[config.mk]
export PLATFORM = sky130hd
export DESIGN_NAME = dot_product_sequencer
export DESIGN_NICKNAME = d
export VERILOG_FILES = /design/src/rtl/dot_product_sequencer.sv
export SDC_FILE = /design/constraint.sdc
export NUM_CORES = 1
export LEC_CHECK = 0
export CAP_MARGIN = 20
export CORE_ASPECT_RATIO = 0.5
export CORE_UTILIZATION = 48
export DETAILED_ROUTE_END_ITERATION = 6
export PLACE_DENSITY = 0.87
export SLEW_MARGIN = 30
export SYNTH_ARGS = -nofsm -noshare
export SYNTH_HDL_FRONTEND = slang
export SYNTH_SLANG_ARGS = --single-unit
[constraint.sdc]
create_clock -name clk -period 2.6 [get_ports clk]
set_input_delay 0.26 -clock clk [delete_from_list [all_inputs] [get_ports clk]]
set_output_delay 0.26 -clock clk [all_outputs]
set_load 0.01 [all_outputs]
[src/rtl/dot_product_sequencer.sv]
// rtl/dot_product_sequencer.sv - sequences operand pairs through a start/finish multiplier and accumulates a saturated dot product
module dot_product_sequencer #(
  parameter int WIDTH        = 16,
  parameter int START_CYCLES = 4,
  parameter int CNT_W        = 8
) (
  input  logic             clk,
  input  logic             rst,
  input  logic             in_valid,
  output logic             in_ready,
  input  logic [WIDTH-1:0] in_a,
  input  logic [WIDTH-1:0] in_b,
  input  logic             in_last,
  output logic [WIDTH-1:0] mul_a,
  output logic [WIDTH-1:0] mul_b,
  output logic             mul_start,
  input  logic [WIDTH-1:0] mul_result,
  input  logic             mul_overflow,
  input  logic             mul_finish,
  output logic             out_valid,
  input  logic             out_ready,
  output logic [WIDTH-1:0] out_sum,
  output logic             out_overflow,
  output logic [CNT_W-1:0] out_count
);

  typedef enum logic [2:0] {IDLE, ISSUE, WAIT, ACC, OUT} state_t;

  localparam int SC_W = (START_CYCLES > 1) ? $clog2(START_CYCLES) : 1;

  state_t           state, next_state;
  logic [SC_W-1:0]  start_cnt;
  logic [WIDTH-1:0] acc;
  logic [WIDTH-1:0] prod;
  logic             prod_ovf;
  logic             sticky;
  logic             last;
  logic [CNT_W-1:0] count;
  logic [WIDTH:0]   sum_ext;
  logic             sum_sat;
  logic [WIDTH-1:0] sum_clamped;

  // One guard bit: differing top two bits means the signed sum left the WIDTH range.
  always_comb begin
    sum_ext     = {acc[WIDTH-1], acc} + {prod[WIDTH-1], prod};
    sum_sat     = sum_ext[WIDTH] ^ sum_ext[WIDTH-1];
    sum_clamped = sum_ext[WIDTH-1:0];
    if (sum_sat) begin
      sum_clamped = sum_ext[WIDTH] ? {1'b1, {(WIDTH-1){1'b0}}} : {1'b0, {(WIDTH-1){1'b1}}};
    end
  end

  always_comb begin
    next_state = state;
    in_ready   = 1'b0;
    mul_start  = 1'b0;
    out_valid  = 1'b0;
    case (state)
      IDLE: begin
        in_ready = ~rst;
        if (in_valid && !rst) next_state = ISSUE;
      end
      ISSUE: begin
        mul_start = 1'b1;
        if (start_cnt == '0) next_state = WAIT;
      end
      WAIT: begin
        if (mul_finish) next_state = ACC;
      end
      ACC: begin
        next_state = last ? OUT : IDLE;
      end
      OUT: begin
        out_valid = 1'b1;
        if (out_ready) next_state = IDLE;
      end
      default: next_state = IDLE;
    endcase
  end

  always_ff @(posedge clk) begin
    if (rst) begin
      state     <= IDLE;
      start_cnt <= '0;
      mul_a     <= '0;
      mul_b     <= '0;
      acc       <= '0;
      prod      <= '0;
      prod_ovf  <= 1'b0;
      sticky    <= 1'b0;
      last      <= 1'b0;
      count     <= '0;
    end else begin
      state <= next_state;
      case (state)
        IDLE: begin
          if (in_valid) begin
            mul_a     <= in_a;
            mul_b     <= in_b;
            last      <= in_last;
            start_cnt <= SC_W'(START_CYCLES - 1);
          end
        end
        ISSUE: begin
          if (start_cnt != '0) start_cnt <= start_cnt - SC_W'(1);
        end
        WAIT: begin
          if (mul_finish) begin
            prod     <= mul_result;
            prod_ovf <= mul_overflow;
          end
        end
        ACC: begin
          acc    <= sum_clamped;
          sticky <= sticky | sum_sat | prod_ovf;
          count  <= count + CNT_W'(1);
        end
        OUT: begin
          if (out_ready) begin
            acc    <= '0;
            sticky <= 1'b0;
            count  <= '0;
          end
        end
        default: ;
      endcase
    end
  end

  assign out_sum      = acc;
  assign out_overflow = sticky;
  assign out_count    = count;

endmodule

==> impl_metrics.py <==
metrics = {
    "clock_tree": {
        "cts_tree": "yes",
        "root_buffer": "clkbuf_16",
        "clk_pin_slew_ps": 60,
        "numCtsBuffers": 9,
        "cts_setup_buffers": 0,
        "cts.sink_count": 80,
        "max-clock-path-buffers": 2,
        "postCtsHoldBufs": 0,
        "clkLatencyLatePin_ps": 340,
        "htree_levels": 3,
        "cts_resized": 0,
    },
    "pwr": {
        "leakage_nw": 2.12,
        "p_int_w": 0.00258,
        "p_per_area_nw_per_um2": 605,
        "ir_drop_v": 0.000465,
        "p_total_w": 0.00335,
        "power.switching_w": 0.000770,
        "switching_share": 0.230,
        "p_comb_frac": 0.134,
        "power_frac_clock": 0.467,
        "pwr-share-seq": 0.399,
    },
    "final_layout": {
        "final_cell_area_um2": 5540,
        "final_nets": 655,
        "final_util": 0.726,
        "drive_gt1_frac": 0.0887,
        "final_cell_count_no_fill": 694,
        "area_growth_pct": 41.2,
        "n_antenna_cell": 0,
    },
    "hold_path": {
        "holdPathStages": 2,
        "hold_path_end": "last",
        "min-delay-start": "rst",
        "hp-class": "input pin to register",
    },
    "grt": {
        "antenna_found_initial": 0,
        "first_global_vias": 3795,
        "grt_max_degree": 36,
        "grt.overflow.total": 0,
        "grt_first_pass_wirelength_um": 17800,
        "grt_usage": 0.267,
    },
    "timing": {
        "fin_ws_ps": 105,
        "max_slew_margin": 0.571,
        "fmax_mhz": 401,
        "skew_ps": 5.29,
        "hold_viol_final": 0,
        "setup_viol": 0,
        "worst_pin_slew_ps": 644,
        "final_max_slew_viol_count": 0,
        "period_needed_ps": 2490,
        "period_share": 0.960,
    },
    "setup_path": {
        "max_stage_delay_ps": 460,
        "required_ps": 2810,
        "worstReg2RegEnd": "out_overflow",
        "startpoint_type": "register",
        "cp_max_fo": 7,
        "r2r_start": "out_sum[0]",
        "critPathSlowestCell": "fa_1",
        "end_kind": "register",
        "reg2reg_setup_slack_ps": 110,
        "r2r_cells": 8,
        "worstSetupPathType": "register to register",
        "worstPathCellList": "ha_1 > fa_1 > a211oi_2 > o211ai_2 > a31oi_4 > o21ai_4 > nor4bb_1 > a2111oi_2",
        "arrival_ps": 2700,
    },
    "synthesis": {
        "ys.flop_type": "dfxtp_1",
        "ys_types": 58,
        "synth_mux_area_frac": 0.00255,
        "synth_area_um2": 3920,
        "syn_nets": 547,
        "avgSynthCellArea_um2": 8.29,
        "synth_compound_area_frac": 0.228,
        "synthAdderAreaFrac": 0.0625,
        "synth_edf_count": 0,
        "synth-xor-area-share": 0.0380,
        "synth_top_family_by_area": "compound AO/OA/AOI/OAI gates",
        "ys_seq_elements": 80,
        "ys_async_sr_fraction": 0,
        "yosysWarnings": 0,
        "synthCells": 473,
        "yosysSeqAreaShare": 0.408,
        "synth-simple-area-share": 0.222,
    },
    "place": {
        "dp_hpwl_um": 7100,
        "dpl.cell_count": 678,
        "gp_congestion": 0.916,
        "post_dp_cell_area_um2": 5150,
        "portBuffers": 114,
        "dp_slack_ps": 119,
    },
    "route": {
        "drt_iter0_drc": 302,
        "ant_nets": 0,
        "routed_wl_um": 10700,
        "vias": 3809,
        "drt-pass1-iter-count": 5,
        "viasPerCell": 5.49,
        "wl_per_cell_um": 15.4,
        "drc": 0,
    },
    "floorplanning": {
        "die_x_um": 130,
        "die_y_um": 65.9,
        "ioPinCount": 115,
        "start_util": 0.514,
        "dieArea_um2": 8560,
        "std_cell_rows": 22,
        "fp.coreArea_um2": 7620,
    },
    "run": {
        "cap_violations": 0,
    },
    "run_status": {
        "status": "finished clean",
    },
}
[cells in the mapped netlist (2+ instances only)]
master      n  area, µm²
a211oi_1    5       37.5
a21boi_0    2       15.0
a21oi_1    65        325
a22oi_1     3       22.5
a31oi_1     5       31.3
and3_1      3       18.8
buf_2       4       20.0
buf_6       2       22.5
clkbuf_1   17       63.8
dfxtp_1    80       1600
ha_1       18        225
inv_1      11       41.3
nand2_1   127        477
nand2b_1    5       31.3
nand3_1     9       45.0
nand4_1     3       18.8
nor2_1     22       82.6
nor2b_1     3       18.8
nor3_1      7       35.0
nor3_2      2       20.0
o211ai_1    5       37.5
o211ai_2   12        150
o21a_1      3       22.5
o21ai_0     8       40.0
o22ai_1     2       12.5
or3_1       3       18.8
xnor2_1     8       70.1
xor2_1      9       78.8
[cell families after synthesis]
family	count (synthesis)
AND/OR/NAND/NOR	194
flip-flops	80
multiplexers	1
buffers and inverters	35
AO/OA/AOI/OAI	127
XOR/XNOR	17
adder cells (fa/ha/maj)	19
[stage by stage]
stage               setup TNS (ps)  hold WS, ps
floorplan                        0          396
global placement                 0          440
detailed placement               0          446
CTS                              0          309
global route                 -5.74          331
finish                           0          310
[cells in the final DEF, fill, tap and decap left out, drive strengths merged, types with 10 or more instances in the layout]
| cell | count |
|---|---|
| nand2 | 127 |
| clkdlybuf4s50 | 113 |
| dfxtp | 80 |
| a21oi | 66 |
| nor2 | 23 |
| ha | 18 |
| o211ai | 17 |
| inv | 11 |
| nand3 | 10 |
| clkbuf | 10 |
| o21ai | 10 |
[state kept, by name, indices dropped and copies added, names as in the netlist]
| signal | count |
|---|---|
| out_count | 8 |
| mul_b | 16 |
| state | 3 |
| mul_a | 16 |
| prod_ovf | 1 |
| start_cnt | 2 |
| prod | 16 |
| out_sum | 16 |
| out_overflow | 1 |
| last | 1 |
[metal layers]
metal / GRT usage / share of wire / wire [µm] / vias up
met4: 0.0945 / 0.017 / 182 / 0
met1: 0.313 / 0.43 / 4610 / 1788
met5: 0 / 0 / 0 / -
met2: 0.459 / 0.49 / 5210 / 129
li1: - / - / - / 1868
met3: 0.0906 / 0.065 / 693 / 24
[worst max-delay path: cells and delay by family, from the launching register on]
kind            cells  cell delay, ps
flops               1             320
compound gates      5             910
fa+ha+maj           2             690
simple gates        1             430
[cell type report]
type	instances	area (µm²)
fill	586	2090
timing repair buffer	121	1200
tap	108	135
sequential	80	1600
inverter	11	41.3
multi-input combinational	358	2190
clock inverter	6	130
clock buffer	10	239
[worst max-delay path by stage]
stage / startpoint / endpoint / slack [ps] / cells after the start
3_5_place_dp: out_sum[0] / out_sum[2] / 120 / 9
3_3_place_gp: out_sum[0] / out_sum[4] / 200 / 9
4_1_cts: out_sum[0] / out_sum[2] / 60 / 9
6_report: out_sum[0] / out_overflow / 110 / 8
5_1_grt: out_sum[0] / out_sum[4] / -6 / 9
2_1_floorplan: out_sum[0] / out_sum[11] / 270 / 9
[power groups by stage]
stage	clock network [W]	registers [W]	logic, W
2_1_floorplan	0	0.00137	0.000213
3_3_place_gp	0	0.00136	0.000441
3_5_place_dp	0	0.00136	0.000450
4_1_cts	0.00158	0.00134	0.000454
5_1_grt	0.00164	0.00135	0.000495
6_report	0.00156	0.00134	0.000450
(Power assumes the default switching activity.)
